===== src/rtl/fcsr_pkg.sv =====
// fcsr_pkg
//   Shared definitions for the RV32F fcsr block: CSR addresses, CSR operation
//   and FSM state encodings, the FPU rounding-mode and status types, the
//   float-support selector, and the reserved-rounding-mode check.
package fcsr_pkg;

   localparam logic [11:0] CSR_FFLAGS = 12'h001;
   localparam logic [11:0] CSR_FRM    = 12'h002;
   localparam logic [11:0] CSR_FCSR   = 12'h003;

   typedef enum logic [1:0] {
      CSR_RSVD = 2'b00,
      CSR_RW   = 2'b01,
      CSR_RS   = 2'b10,
      CSR_RC   = 2'b11
   } csr_op_e;

   typedef enum logic [1:0] {
      ST_IDLE   = 2'd0,
      ST_DRAIN  = 2'd1,
      ST_ACCESS = 2'd2
   } state_e;

   typedef enum logic [2:0] {
      RNE = 3'b000,
      RTZ = 3'b001,
      RDN = 3'b010,
      RUP = 3'b011,
      RMM = 3'b100,
      DYN = 3'b111
   } roundmode_e;

   typedef struct packed {
      logic nv;
      logic dz;
      logic of;
      logic uf;
      logic nx;
   } status_t;

   typedef enum logic {
      RV32FNone = 1'b0,
      RV32F     = 1'b1
   } rvfloat_e;

   // 101/110 are unassigned and 111 (DYN) is not a valid static frm value.
   function automatic logic frm_reserved(input logic [2:0] frm);
      return (frm == 3'b101) || (frm == 3'b110) || (frm == 3'b111);
   endfunction

endpackage


===== src/rtl/fcsr_flag_fifo.sv =====
// fcsr_flag_fifo
//   In-order queue of speculative FPU exception flags.
//   Ports:
//     clk, rst      clock, async active-high reset
//     push_i        write data_i at the tail (accepted if not full, or if
//                   a pop happens in the same cycle)
//     data_i        flags to queue
//     pop_i         drop the head (ignored when empty)
//     flush_i       clear every entry; a same-cycle push is discarded
//     head_o        oldest entry
//     full_o        all entries occupied
//     empty_o       no entries
//     empty_next_o  queue will be empty after this clock edge
module fcsr_flag_fifo
   import fcsr_pkg::*;
#(
   parameter int unsigned DEPTH = 4
) (
   input  logic    clk,
   input  logic    rst,
   input  logic    push_i,
   input  status_t data_i,
   input  logic    pop_i,
   input  logic    flush_i,
   output status_t head_o,
   output logic    full_o,
   output logic    empty_o,
   output logic    empty_next_o
);

   localparam int unsigned PW = $clog2(DEPTH);
   localparam int unsigned CW = PW + 1;

   status_t       mem_q [DEPTH];
   status_t       mem_d [DEPTH];
   logic [PW-1:0] wr_ptr_q, wr_ptr_d;
   logic [PW-1:0] rd_ptr_q, rd_ptr_d;
   logic [CW-1:0] count_q, count_d;
   logic          do_push, do_pop;

   assign empty_o      = (count_q == '0);
   assign full_o       = (count_q == CW'(DEPTH));
   assign head_o       = mem_q[rd_ptr_q];
   assign empty_next_o = (count_d == '0);

   assign do_pop  = pop_i & ~empty_o;
   // When full, the slot being written is the head that is popping this cycle.
   assign do_push = push_i & (~full_o | do_pop) & ~flush_i;

   always_comb begin
      mem_d    = mem_q;
      wr_ptr_d = wr_ptr_q;
      rd_ptr_d = rd_ptr_q;
      count_d  = count_q;
      if (flush_i) begin
         for (int unsigned i = 0; i < DEPTH; i++) mem_d[i] = '0;
         wr_ptr_d = '0;
         rd_ptr_d = '0;
         count_d  = '0;
      end else begin
         if (do_push) begin
            mem_d[wr_ptr_q] = data_i;
            wr_ptr_d        = wr_ptr_q + 1'b1;
         end
         if (do_pop) rd_ptr_d = rd_ptr_q + 1'b1;
         count_d = count_q + CW'(do_push) - CW'(do_pop);
      end
   end

   always_ff @(posedge clk or posedge rst) begin
      if (rst) begin
         for (int unsigned i = 0; i < DEPTH; i++) mem_q[i] <= '0;
         wr_ptr_q <= '0;
         rd_ptr_q <= '0;
         count_q  <= '0;
      end else begin
         mem_q    <= mem_d;
         wr_ptr_q <= wr_ptr_d;
         rd_ptr_q <= rd_ptr_d;
         count_q  <= count_d;
      end
   end

   a_push_full: assert property (@(posedge clk) disable iff (rst)
      !(push_i && full_o && !pop_i && !flush_i));
   a_pop_empty: assert property (@(posedge clk) disable iff (rst)
      !(pop_i && empty_o));

endmodule


===== src/rtl/fcsr_state.sv =====
// fcsr_state
//   Architectural fcsr (frm, fflags) storage. Speculative FPU flags are queued
//   in order and ORed into fflags on retire; CSR accesses to fflags/frm/fcsr
//   wait until the flag queue has drained.
//   Ports:
//     clk, rst                       clock, async active-high reset
//     csr_valid_i/op_i/addr_i/wdata_i  CSR request, held until csr_done_o
//     csr_done_o/rdata_o/illegal_o     one-cycle completion with old value
//     flag_valid_i, flag_i, flag_ready_o  FPU flag push
//     retire_i, flush_i              pop oldest / discard all pending flags
//     frm_o, fflags_o, frm_illegal_o architectural state to the FPU
//   Optional (FCSR_FS_DIRTY_EN): fs_clean_i in, fs_dirty_o out.
module fcsr_state
   import fcsr_pkg::*;
#(
   parameter int unsigned FLAG_DEPTH = 4,
   parameter rvfloat_e    RVF        = RV32FNone
) (
   input  logic        clk,
   input  logic        rst,
   input  logic        csr_valid_i,
   input  logic [1:0]  csr_op_i,
   input  logic [11:0] csr_addr_i,
   input  logic [31:0] csr_wdata_i,
   output logic        csr_done_o,
   output logic [31:0] csr_rdata_o,
   output logic        csr_illegal_o,
   input  logic        flag_valid_i,
   input  logic [4:0]  flag_i,
   output logic        flag_ready_o,
   input  logic        retire_i,
   input  logic        flush_i,
`ifdef FCSR_FS_DIRTY_EN
   input  logic        fs_clean_i,
   output logic        fs_dirty_o,
`endif
   output logic [2:0]  frm_o,
   output logic [4:0]  fflags_o,
   output logic        frm_illegal_o
);

   localparam logic FP_EN = (RVF != RV32FNone);

   state_e      state_q, state_d;
   logic [2:0]  frm_q, frm_d;
   logic [4:0]  fflags_q, fflags_d;
   logic        done_q, done_d;
   logic [31:0] rdata_q, rdata_d;
   logic        illegal_q, illegal_d;

   status_t     fifo_head;
   logic        fifo_full, fifo_empty, fifo_empty_next;
   logic [4:0]  ret_flags, fflags_ret, fflags_base;
   logic        req_illegal, wr_en, enter;
   logic [7:0]  old8, new8, wd8;

   fcsr_flag_fifo #(.DEPTH(FLAG_DEPTH)) u_fifo (
      .clk          (clk),
      .rst          (rst),
      .push_i       (flag_valid_i),
      .data_i       (status_t'(flag_i)),
      .pop_i        (retire_i),
      .flush_i      (flush_i),
      .head_o       (fifo_head),
      .full_o       (fifo_full),
      .empty_o      (fifo_empty),
      .empty_next_o (fifo_empty_next)
   );

   assign flag_ready_o  = ~fifo_full;
   assign frm_o         = FP_EN ? frm_q : '0;
   assign fflags_o      = FP_EN ? fflags_q : '0;
   assign frm_illegal_o = frm_reserved(frm_o);
   assign csr_done_o    = done_q;
   assign csr_rdata_o   = rdata_q;
   assign csr_illegal_o = illegal_q;

   function automatic logic [31:0] csr_view(input logic [11:0] addr,
                                            input logic [2:0] frm,
                                            input logic [4:0] ff);
      case (addr)
         CSR_FFLAGS: return {27'b0, ff};
         CSR_FRM:    return {29'b0, frm};
         default:    return {24'b0, frm, ff};
      endcase
   endfunction

   always_comb begin
      ret_flags  = (retire_i && !fifo_empty) ? fifo_head : '0;
      fflags_ret = fflags_q | ret_flags;

      req_illegal = !FP_EN
                 || !((csr_addr_i == CSR_FFLAGS) || (csr_addr_i == CSR_FRM)
                      || (csr_addr_i == CSR_FCSR))
                 || (csr_op_i == CSR_RSVD);

      // Write side, evaluated in ACCESS against the pre-retire value so the
      // CSR write lands first and this cycle's retired flags are ORed on top.
      old8 = csr_view(csr_addr_i, frm_q, fflags_q)[7:0];
      wd8  = csr_wdata_i[7:0];
      case (csr_op_e'(csr_op_i))
         CSR_RW:  new8 = wd8;
         CSR_RS:  new8 = old8 | wd8;
         default: new8 = old8 & ~wd8;
      endcase
      wr_en = (state_q == ST_ACCESS) && !illegal_q
           && ((csr_op_i == CSR_RW) || (csr_wdata_i != '0));

      frm_d       = frm_q;
      fflags_base = fflags_q;
      if (wr_en) begin
         case (csr_addr_i)
            CSR_FFLAGS: fflags_base = new8[4:0];
            CSR_FRM:    frm_d       = new8[2:0];
            default: begin
               fflags_base = new8[4:0];
               frm_d       = new8[7:5];
            end
         endcase
      end
      fflags_d = fflags_base | ret_flags;

      state_d   = state_q;
      enter     = 1'b0;
      done_d    = 1'b0;
      rdata_d   = '0;
      illegal_d = 1'b0;
      case (state_q)
         ST_IDLE: begin
            if (csr_valid_i) begin
               if (fifo_empty) enter = 1'b1;
               else            state_d = ST_DRAIN;
            end
         end
         ST_DRAIN: begin
            if (!csr_valid_i)         state_d = ST_IDLE;
            else if (fifo_empty_next) enter = 1'b1;
         end
         default: state_d = ST_IDLE;
      endcase
      // The read value is the state as it stands after this edge's retire,
      // which is what the ACCESS cycle then writes against.
      if (enter) begin
         state_d   = ST_ACCESS;
         done_d    = 1'b1;
         illegal_d = req_illegal;
         rdata_d   = req_illegal ? '0 : csr_view(csr_addr_i, frm_q, fflags_ret);
      end
   end

   always_ff @(posedge clk or posedge rst) begin
      if (rst) begin
         state_q   <= ST_IDLE;
         frm_q     <= RNE;
         fflags_q  <= '0;
         done_q    <= 1'b0;
         rdata_q   <= '0;
         illegal_q <= 1'b0;
      end else begin
         state_q   <= state_d;
         frm_q     <= frm_d;
         fflags_q  <= fflags_d;
         done_q    <= done_d;
         rdata_q   <= rdata_d;
         illegal_q <= illegal_d;
      end
   end

`ifdef FCSR_FS_DIRTY_EN
   logic fs_dirty_q, fs_dirty_d;
   always_comb begin
      fs_dirty_d = fs_dirty_q;
      if (fs_clean_i) fs_dirty_d = 1'b0;
      if (FP_EN && ((ret_flags != '0) || wr_en)) fs_dirty_d = 1'b1;
   end
   always_ff @(posedge clk or posedge rst) begin
      if (rst) fs_dirty_q <= 1'b0;
      else     fs_dirty_q <= fs_dirty_d;
   end
   assign fs_dirty_o = fs_dirty_q;
`endif

endmodule


===== config.mk =====
export PLATFORM = sky130hd
export DESIGN_NAME = fcsr_state
export DESIGN_NICKNAME = d
export VERILOG_FILES = /design/src/rtl/fcsr_pkg.sv /design/src/rtl/fcsr_flag_fifo.sv /design/src/rtl/fcsr_state.sv
export SDC_FILE = /design/constraint.sdc
export NUM_CORES = 1
export LEC_CHECK = 0
export BUFFER_PORTS_ARGS = -buffer_cell sky130_fd_sc_hd__buf_4
export CAP_MARGIN = 20
export CORE_UTILIZATION = 29
export CTS_CLUSTER_SIZE = 24
export DETAILED_ROUTE_END_ITERATION = 16
export MAX_ROUTING_LAYER = met4
export PLACE_DENSITY = 0.83
export SYNTH_ARGS = -nofsm -noshare
export SYNTH_HDL_FRONTEND = slang
export SYNTH_SLANG_ARGS = --single-unit

===== constraint.sdc =====
create_clock -name clk -period 2.5 [get_ports clk]
set_input_delay 0.25 -clock clk [delete_from_list [all_inputs] [get_ports clk]]
set_output_delay 0.25 -clock clk [all_outputs]
set_load 0.05 [all_outputs]

# [Word level (Yosys, flattened, before mapping)]
# Cells that the tools add are included.
[word_totals] reg_bits=6 input_bits=57 out_inout_bits=44
[op_classes] n_addsub=2 n_bitwise=7 muxes=12 reduce_logical=4 eq_ne=5
[ops] op="inequality test 3 bit, second input constant" n=3
[ops] op="two-way mux 2 bit" n=4
[ops] op="zero test 3 bit" n=2
[ops] op="two-way mux 1 bit" n=5
[ops] op="case mux 2 bit (2 select lines)" n=1
[ops] op="adder 3 x 1 -> 3 bit" n=1
[ops] op="AND 1 bit" n=3
[ops] op="equality test 3 bit, second input constant" n=1
[ops] op="two-way mux 3 bit" n=1
[ops] op="NOT 1 bit" n=3
[ops] op="AND reduction 3 bit" n=1
[ops] op="subtractor 3 x 1 -> 3 bit" n=1
[ops] op="equality test 2 x 1 -> 1 bit, second input constant" n=1
[ops] op="zero test 2 bit" n=1
[ops] op="case mux 1 bit (2 select lines)" n=1
[ops] op="OR 1 bit" n=1

# [Longest topological paths before layout]
# Gate-level depths: netlist of the first run.
[depth] depth_word=15 ltp_mapped=8

# [Modules after synthesis]
# A second synthesis of the first run with hierarchy kept.
[unflattened] hier_cells=179 area_unflattened_um2=1946.9
[modules_own_cells] module="fcsr_flag_fifo" n_inst=1 cells_each=127 area_each_um2=1511.4
[modules_own_cells] module="fcsr_state" n_inst=1 cells_each=52 area_each_um2=435.4

# [Worst setup path before layout of the first run]
# OpenSTA, ideal clock, no wires.
[synth_timing] path_type="register -> register" start="register u_fifo.count_q[1]" end="register state_q[0]" slack_ns=0.109 stages_incl_launch_ff=9 t_arrival_ns=2.270 setup_time_ns=0.121 period_less_slack_ns=2.391 n_path_buf=0 cell_sequence="dfrtp_1 or3b_1 nor2_1 nor3b_1 ha_1 fa_1 xor3_2 nand3_2 and4b_1"
[synth_via] elab_cells_between_ends=22
[synth_lines] element="from (decl)" line_no="fcsr_flag_fifo.sv:38" text="logic [CW-1:0] count_q, count_d;"
[synth_lines] element="from (signal assigned)" line_no="fcsr_flag_fifo.sv:80" text="count_q <= count_d;"
[synth_lines] element="equality test 3 bit (*)" line_no="fcsr_flag_fifo.sv:42" text="assign full_o = (count_q == CW'(DEPTH));"
[synth_lines] element="NOT 1 bit (*)"
[synth_lines] element="named net flag_ready_o" line_no="fcsr_state.sv:30" text="output logic flag_ready_o,"
[synth_lines] element="OR 1 bit (*)" line_no="fcsr_flag_fifo.sv:48" text="assign do_push = push_i & (~full_o | do_pop) & ~flush_i;"
[synth_lines] element="AND 1 bit (*) (2 in series)" line_no="fcsr_flag_fifo.sv:48"
[synth_lines] element="adder 3 x 1 -> 3 bit (*)" line_no="fcsr_flag_fifo.sv:66" text="count_d = count_q + CW'(do_push) - CW'(do_pop);"
[synth_lines] element="subtractor 3 x 1 -> 3 bit (*)" line_no="fcsr_flag_fifo.sv:66"
[synth_lines] element="two-way mux 3 bit (*)" line_no="fcsr_flag_fifo.sv:55" text="if (flush_i) begin"
[synth_lines] element="zero test 3 bit (*)" line_no="fcsr_flag_fifo.sv:44" text="assign empty_next_o = (count_d == '0);"
[synth_lines] element="two-way mux 1 bit (*)" line_no="fcsr_state.sv:137" text="else if (fifo_empty_next) enter = 1'b1;"
[synth_lines] element="two-way mux 1 bit (*)" line_no="fcsr_state.sv:136" text="if (!csr_valid_i) state_d = ST_IDLE;"
[synth_lines] element="case mux 1 bit (2 select lines) (*)" line_no="fcsr_state.sv:128" text="case (state_q)"
[synth_lines] element="inequality test 3 bit (no line)"
[synth_lines] element="AND reduction 3 bit (no line)"
[synth_lines] element="to (signal assigned)" line_no="fcsr_state.sv:160" text="state_q <= state_d;"
[synth_lines] element="to (decl)" line_no="fcsr_state.sv:44" text="state_e state_q, state_d;"
# The timed path passes the listed nets; every way through them passes the cells marked *.
# A chain may end at the register's enable or synchronous reset.

# [Worst setup path in the final report of the first run]
[layout_timing] start="register u_fifo.count_q[1]" end="register state_q[0]"
[layout_via] elab_chain_len=15 elab_cells_between_ends=22
[layout_lines] element="zero test 3 bit" line_no="fcsr_flag_fifo.sv:41" text="assign empty_o = (count_q == '0);"
[layout_lines] element="NOT 1 bit" line_no="fcsr_flag_fifo.sv:46" text="assign do_pop = pop_i & ~empty_o;"
[layout_lines] element="AND 1 bit" line_no="fcsr_flag_fifo.sv:46"
[layout_lines] element="OR 1 bit" line_no="fcsr_flag_fifo.sv:48"
[layout_lines] element="AND 1 bit (2 in series)" line_no="fcsr_flag_fifo.sv:48"
[layout_lines] element="adder 3 x 1 -> 3 bit" line_no="fcsr_flag_fifo.sv:66"
[layout_lines] element="subtractor 3 x 1 -> 3 bit" line_no="fcsr_flag_fifo.sv:66"
[layout_lines] element="two-way mux 3 bit" line_no="fcsr_flag_fifo.sv:55"
[layout_lines] element="zero test 3 bit" line_no="fcsr_flag_fifo.sv:44"
[layout_lines] element="two-way mux 1 bit" line_no="fcsr_state.sv:137"
[layout_lines] element="two-way mux 1 bit" line_no="fcsr_state.sv:136"
[layout_lines] element="case mux 1 bit (2 select lines)" line_no="fcsr_state.sv:128"
[layout_lines] element="inequality test 3 bit (no line)"
[layout_lines] element="AND reduction 3 bit (no line)"
# Several ways; a longest one is shown, not always the timed one.

==> impl_metrics.yaml, run 1 <==
clocking:
  cts-htree-levels: 1
  cts_buffer_depth: 2
  cts.sinks: 6
  cts_root_buffer: "clkbuf_4"
  cts_tree: "yes"
  path_clk_slew_ns: 0.04
  post_cts_buffers: 0
  numCtsBuffers: 3
  clock_latency_ns: 0.25
final_layout:
  synthToLayoutAreaGrowth_pct: -5.89
  final_cell_mix: "41 x conb_1, 8 x buf_4, 6 x dfrtp_1"
  fin_nets: 145
  register_area_um2: 150
  layout_commonest_cell: "conb_1"
  utilization_pct: 30.3
  num-fill-cells: 227
  multi_input_area_um2: 324
  antenna_cells: 0
  drive_above_1_share_pct: 16.9
setup_path:
  critPathMaxFanout: 5
  max_stage_delay_ns: 0.41
  critPathSlowestCell: "dfrtp_1"
  crit_path_cell_trace: "o31a_2 -> ha_1 -> inv_1 -> ha_1 -> fa_1 -> xor3_2 -> nand3_2 -> and4b_1"
  cpMostUsedCell: "ha_1"
  end_kind: "flip-flop"
  startpoint_type: "flip-flop"
  crit_required_ns: 2.63
  worstPathArrival_ns: 2.42
  critPathKind: "flip-flop to flip-flop"
timing:
  drv_slew: 0
  max_clock_freq_mhz: 437
  finalClockSkew_ns: 0.00286
  finalSetupTns_ns: 0
  post-route-period-util_pct: 91.6
  grt_setup_unrepaired: "no"
  period_minus_slack_ns: 2.29
  setup_viol: 0
  hold_viol: 0
power:
  power.density_nw_per_um2: 1180
  swShare_pct: 53.5
  peakVddDrop_v: 0.000290
  p_sw_w: 0.000392
  total_leakage_power_nw: 0.357
  p_int_w: 0.000341
  power_frac_seq_pct: 23.2
  clockPowerShare_pct: 12.3
  combPwrFrac_pct: 64.5
synthesis:
  synthDistinctLibCells: 18
  ys_seq_area_share_pct: 22.8
  yosysWarnings: 0
  synth_area_per_cell_um2: 9.02
  syn_area_um2: 658
  syn_inst: 73
  synth_seq_cells: 6
drt:
  drc_errors: 0
  first_iter_violations: 4
  ant_nets: 0
  vias: 367
  drt-total-wl_um: 777
  routedWlPerCell_um: 7.06
  routed_via_density: 3.34
  first_pass_iters: 4
grt:
  grt_max_degree: 7
  grt_pass1_vias: 309
  grt-ovfl-total: 0
  grt_usage_pct: 7.31
  antenna_found_initial: 0
  grt_pass1_wl_mm: 1.21
die:
  die_w_um: 49.6
  pin_count: 101
  rows: 16
  fp.coreArea_um2: 2040
  die_y_um: 49.6
  die_area_um2: 2460
  initial_core_util_pct: 32.2
min_path:
  hp-class: "primary input to flip-flop"
place:
  gp_congestion: 0.701
  place_hpwl_um: 650
  port_buffers: 8
run:
  drv_cap: 0
outcome:
  status: "finished clean"
-- kinds of logic (layout without fill, tap and decap cells) --
group,Yosys count,in the layout,synth area share (%)
compound gates,3,3,3.42
other cells,1,41,0.570
buf+inv,47,17,50.8
xor+xnor,1,1,3.80
fa+ha+maj,3,3,6.84
simple gates,12,12,11.8
flops,6,6,22.8
-- per-stage QoR --
stage | hold WS (ns) | setup slack [ns] | total power [W] | area (µm²) | cells
floorplan | 0.0410 | 0.109 | 0.000620 | 808 | 113
detailed placement | 0.172 | 0.220 | 0.000643 | 587 | 106
global route | 0.195 | 0.129 | 0.000780 | 619 | 110
CTS | 0.187 | 0.206 | 0.000738 | 619 | 110
global placement | 0.171 | 0.268 | 0.000629 | 587 | 106
finish | 0.194 | 0.210 | 0.000734 | 619 | 110
-- state kept, by name, indices dropped and copies added (netlist names) --
register / cells
u_fifo.count_q: 3
state_q: 2
csr_illegal_o: 1
-- worst max-delay path: cells and delay by family (launching register included) --
family	cells	cell delay (ns)
xor+xnor	1	0.24
fa+ha+maj	3	0.83
simple gates	2	0.31
compound gates	1	0.34
flops	1	0.41
buf+inv	1	0.04
-- worst paths after layout --
path / start / endpoint / slack [ns] / cells after the start
setup / recovery: u_fifo.count_q[1]$_DFF_PP0_ / state_q[0]$_DFFE_PP0P_ / 0.21 / 8
hold / removal: flush_i / u_fifo.count_q[2]$_DFF_PP0_ / 0.19 / 2
setup reg to reg: u_fifo.count_q[1]$_DFF_PP0_ / state_q[0]$_DFFE_PP0P_ / 0.21 / 8
hold reg to reg: state_q[1]$_DFFE_PP0P_ / csr_illegal_o$_DFF_PP0_ / 0.54 / 2
max in group asynchronous: rst / state_q[0]$_DFFE_PP0P_ / 1.85 / 3
min in group asynchronous: rst / u_fifo.count_q[2]$_DFF_PP0_ / 0.47 / 3
-- power groups by stage --
| stage | Combinational, W | Clock (W) | Sequential [W] |
|---|---|---|---|
| after floorplan | 0.000428 | 0 | 0.000192 |
| after global placement | 0.000459 | 0 | 0.000170 |
| after CTS | 0.000475 | 0.0000934 | 0.000170 |
| after global routing | 0.000509 | 0.0000951 | 0.000175 |
| after detailed placement | 0.000471 | 0 | 0.000172 |
| final | 0.000473 | 0.0000901 | 0.000170 |
-- area by class of cell --
class                           count  area share (%)
Multi-Input combinational cell     60            52.3
Clock buffer                        3            3.64
Tap cell                           27            5.45
Inverter                            5            3.03
Sequential cell                     6            24.2
Timing Repair Buffer                9            11.3
-- cells in the mapped netlist --
cell type / number / area share, %
or4_1: 1 / 1.1
conb_1: 1 / 0.57
o31a_2: 1 / 1.5
and4b_1: 1 / 1.5
nand3_2: 1 / 1.5
dfrtp_1: 6 / 23
buf_4: 42 / 48
a31oi_1: 2 / 1.9
nand2_1: 1 / 0.57
ha_1: 2 / 3.8
or3b_1: 1 / 1.3
fa_1: 1 / 3.0
nor2b_1: 2 / 1.9
xor3_2: 1 / 3.8
nand2b_1: 1 / 0.95
nor2_1: 3 / 1.7
nor3b_1: 1 / 1.1
inv_1: 5 / 2.9
-- layer usage --
metal | up-vias | global-route usage, % | routed length, µm
met1 | 163 | 6.45 | 274
met2 | 32 | 11.5 | 375
met5 | - | - | 0
li1 | 167 | - | -
met4 | 0 | 8.57 | 40
met3 | 5 | 2.16 | 86
-- timing repair --
item,in CTS,in global routing
hold endpoints to repair,6,0
hold buffers,1,0
gates resized for setup,0,0
Power figures use the tool's default switching activity.
==> run 2, diff against run 1 <==
==> config.mk (replaced) <==
export PLATFORM = sky130hd
export DESIGN_NAME = fcsr_state
export DESIGN_NICKNAME = d
export VERILOG_FILES = /design/src/rtl/fcsr_pkg.sv /design/src/rtl/fcsr_flag_fifo.sv /design/src/rtl/fcsr_state.sv
export SDC_FILE = /design/constraint.sdc
export NUM_CORES = 1
export LEC_CHECK = 0
export CAP_MARGIN = 10
export CORE_UTILIZATION = 40
export CTS_CLUSTER_SIZE = 24
export DETAILED_ROUTE_END_ITERATION = 16
export DONT_BUFFER_PORTS = 1
export MAX_ROUTING_LAYER = met4
export PLACE_DENSITY = 0.56
export SYNTH_ARGS = -nofsm -noshare
export SYNTH_HDL_FRONTEND = slang
export SYNTH_SLANG_ARGS = --single-unit
==> run 2 against run 1 <==
  * Global-route usage rose by 1.7 points
  * Wire length down 19%
  * Non-clock buffer count shrank 7
  * Sequential power rose by 32%
  * Via count is 9.0% lower
  * Clock skew is essentially flat
  * Critical path type unchanged
  * Clock power fell by 6.2%
  * Hold slack worse by 0.12 ns
  * Die area fell by 26%
  * Worst setup slack improved by 0.0044 ns
  * Utilization up 6.0 points
==> impl_metrics.yaml, run 2 (synthesis gave the netlist of run 1 again) <==
outcome:
  status: "finished clean"
timing:
  drv_slew: 0
  grt_setup_unrepaired: "no"
  setup_viol: 0
  hold_viol: 0
  slew_headroom_pct: 42.4
  finalClockSkew_ns: 0.00297
  period_minus_slack_ns: 2.29
  max_clock_freq_mhz: 438
  post-route-period-util_pct: 91.4
  worst_slack_ns: 0.215
  finalSetupTns_ns: 0
  max_slew.worst_pin.slew_ns: 0.865
power:
  power.density_nw_per_um2: 1240
  p_sw_w: 0.000372
  p_int_w: 0.000315
  clockPowerShare_pct: 12.3
  swShare_pct: 54.1
  combPwrFrac_pct: 54.9
  total_leakage_power_nw: 0.323
  power_frac_seq_pct: 32.8
  finalPower_w: 0.000687
  peakVddDrop_v: 0.000536
setup_path:
  critPathKind: "flip-flop to flip-flop"
  worstPathArrival_ns: 2.41
  critPathMaxFanout: 5
  ff2ff_setup_slack_ns: 0.21
  end_kind: "flip-flop"
  crit_required_ns: 2.62
  startpoint_type: "flip-flop"
clocking:
  post_cts_buffers: 0
  hold_buffers: 1
  cts_root_buffer: "clkbuf_4"
  path_clk_slew_ns: 0.04
  cts.sinks: 6
  numCtsBuffers: 3
  cts_tree: "yes"
  cts-htree-levels: 1
  cts_buffer_depth: 2
  cts-resized-gates: 0
  clock_latency_ns: 0.24
place:
  placedCellCount: 88
  pre_cts_ws_ns: 0.219
  gp_congestion: 0.719
  place_hpwl_um: 537
  port_buffers: 0
grt:
  grt_pass1_vias: 270
  grt_pass1_wl_mm: 1.12
  grt_max_degree: 7
  grt_usage_pct: 9.00
  antenna_found_initial: 0
  grt-ovfl-total: 0
min_path:
  hp-class: "primary input to flip-flop"
final_layout:
  fin_nets: 138
  register_area_um2: 150
  layout_commonest_cell: "conb_1"
  antenna_cells: 0
  final_cell_mix: "41 x conb_1, 6 x dfrtp_1, 5 x inv_1"
  drive_above_1_share_pct: 9.21
  num-fill-cells: 169
  largest_register_ffs: 3
  synthToLayoutAreaGrowth_pct: -16.0
  fin_cells: 92
  largest-register: "u_fifo.count_q"
  multi_input_area_um2: 324
die:
  rows: 14
  fp.coreArea_um2: 1520
  pin_count: 101
  die_w_um: 42.6
  initial_core_util_pct: 43.2
  die_y_um: 42.6
  die_area_um2: 1810
drt:
  drc_errors: 0
  routedWlPerCell_um: 6.88
  ant_nets: 0
  vias: 334
  first_pass_iters: 4
  drt-total-wl_um: 633
  routed_via_density: 3.63
  first_iter_violations: 4
run:
  drv_cap: 0
run 2: changes by cell type in the layout (fill, tap and decap cells not counted), sizes merged:
cell / change
buf: -7
run 2: power groups by stage:
| stage | Sequential [W] | Clock [W] | Combinational (W) |
|---|---|---|---|
| after global routing | 0.000235 | 0.0000969 | 0.000419 |
| after detailed placement | 0.000228 | 0 | 0.000375 |
| final | 0.000225 | 0.0000845 | 0.000377 |
| after CTS | 0.000227 | 0.0000889 | 0.000378 |
| after global placement | 0.000228 | 0 | 0.000372 |
| after floorplan | 0.000192 | 0 | 0.000428 |
run 2: routing by layer:
metal / wire [µm] / GRT usage (%) / up-vias
met1: 256 / 10.8 / 148
met4: 0 / 1.88 / 0
met5: 0 / - / -
met2: 304 / 12.3 / 32
li1: - / - / 154
met3: 71 / 6.47 / 0
run 2: area by class of cell:
| cell class | count | share of cell area [%] |
|---|---|---|
| multi-input cells | 60 | 58.6 |
| flip-flops and latches | 6 | 27.1 |
| clock buffers | 3 | 4.07 |
| well taps | 16 | 3.62 |
| inverters | 5 | 3.39 |
| repair buffers | 2 | 3.17 |
run 2: critical path, stage by stage, from the launching register on:
cell,delay [ns]
dfrtp_1,0.41
o31a_2,0.34
ha_1,0.27
inv_1,0.04
ha_1,0.20
fa_1,0.38
xor3_2,0.24
nand3_2,0.09
and4b_1,0.21
run 2: metrics by stage:
step | hold WS, ns | util [%] | instance area [µm²]
final | 0.0737 | 36.3 | 553
after global routing | 0.0659 | 36.3 | 553
after CTS | 0.0647 | 36.3 | 553
after detailed placement | 0.0672 | 34.2 | 520
after global placement | 0.0638 | 34.2 | 520
after floorplan | 0.0410 | - | 808
run 2: final timing paths:
path / startpoint / to / cells after the start
min: flush_i / u_fifo.count_q[0]$_DFF_PP0_ / 1
max in group asynchronous: rst / u_fifo.count_q[2]$_DFF_PP0_ / 2
min reg2reg: state_q[1]$_DFFE_PP0P_ / state_q[1]$_DFFE_PP0P_ / 2
max reg2reg: u_fifo.count_q[1]$_DFF_PP0_ / state_q[0]$_DFFE_PP0P_ / 8
max: u_fifo.count_q[1]$_DFF_PP0_ / state_q[0]$_DFFE_PP0P_ / 8
min in group asynchronous: rst / state_q[1]$_DFFE_PP0P_ / 2
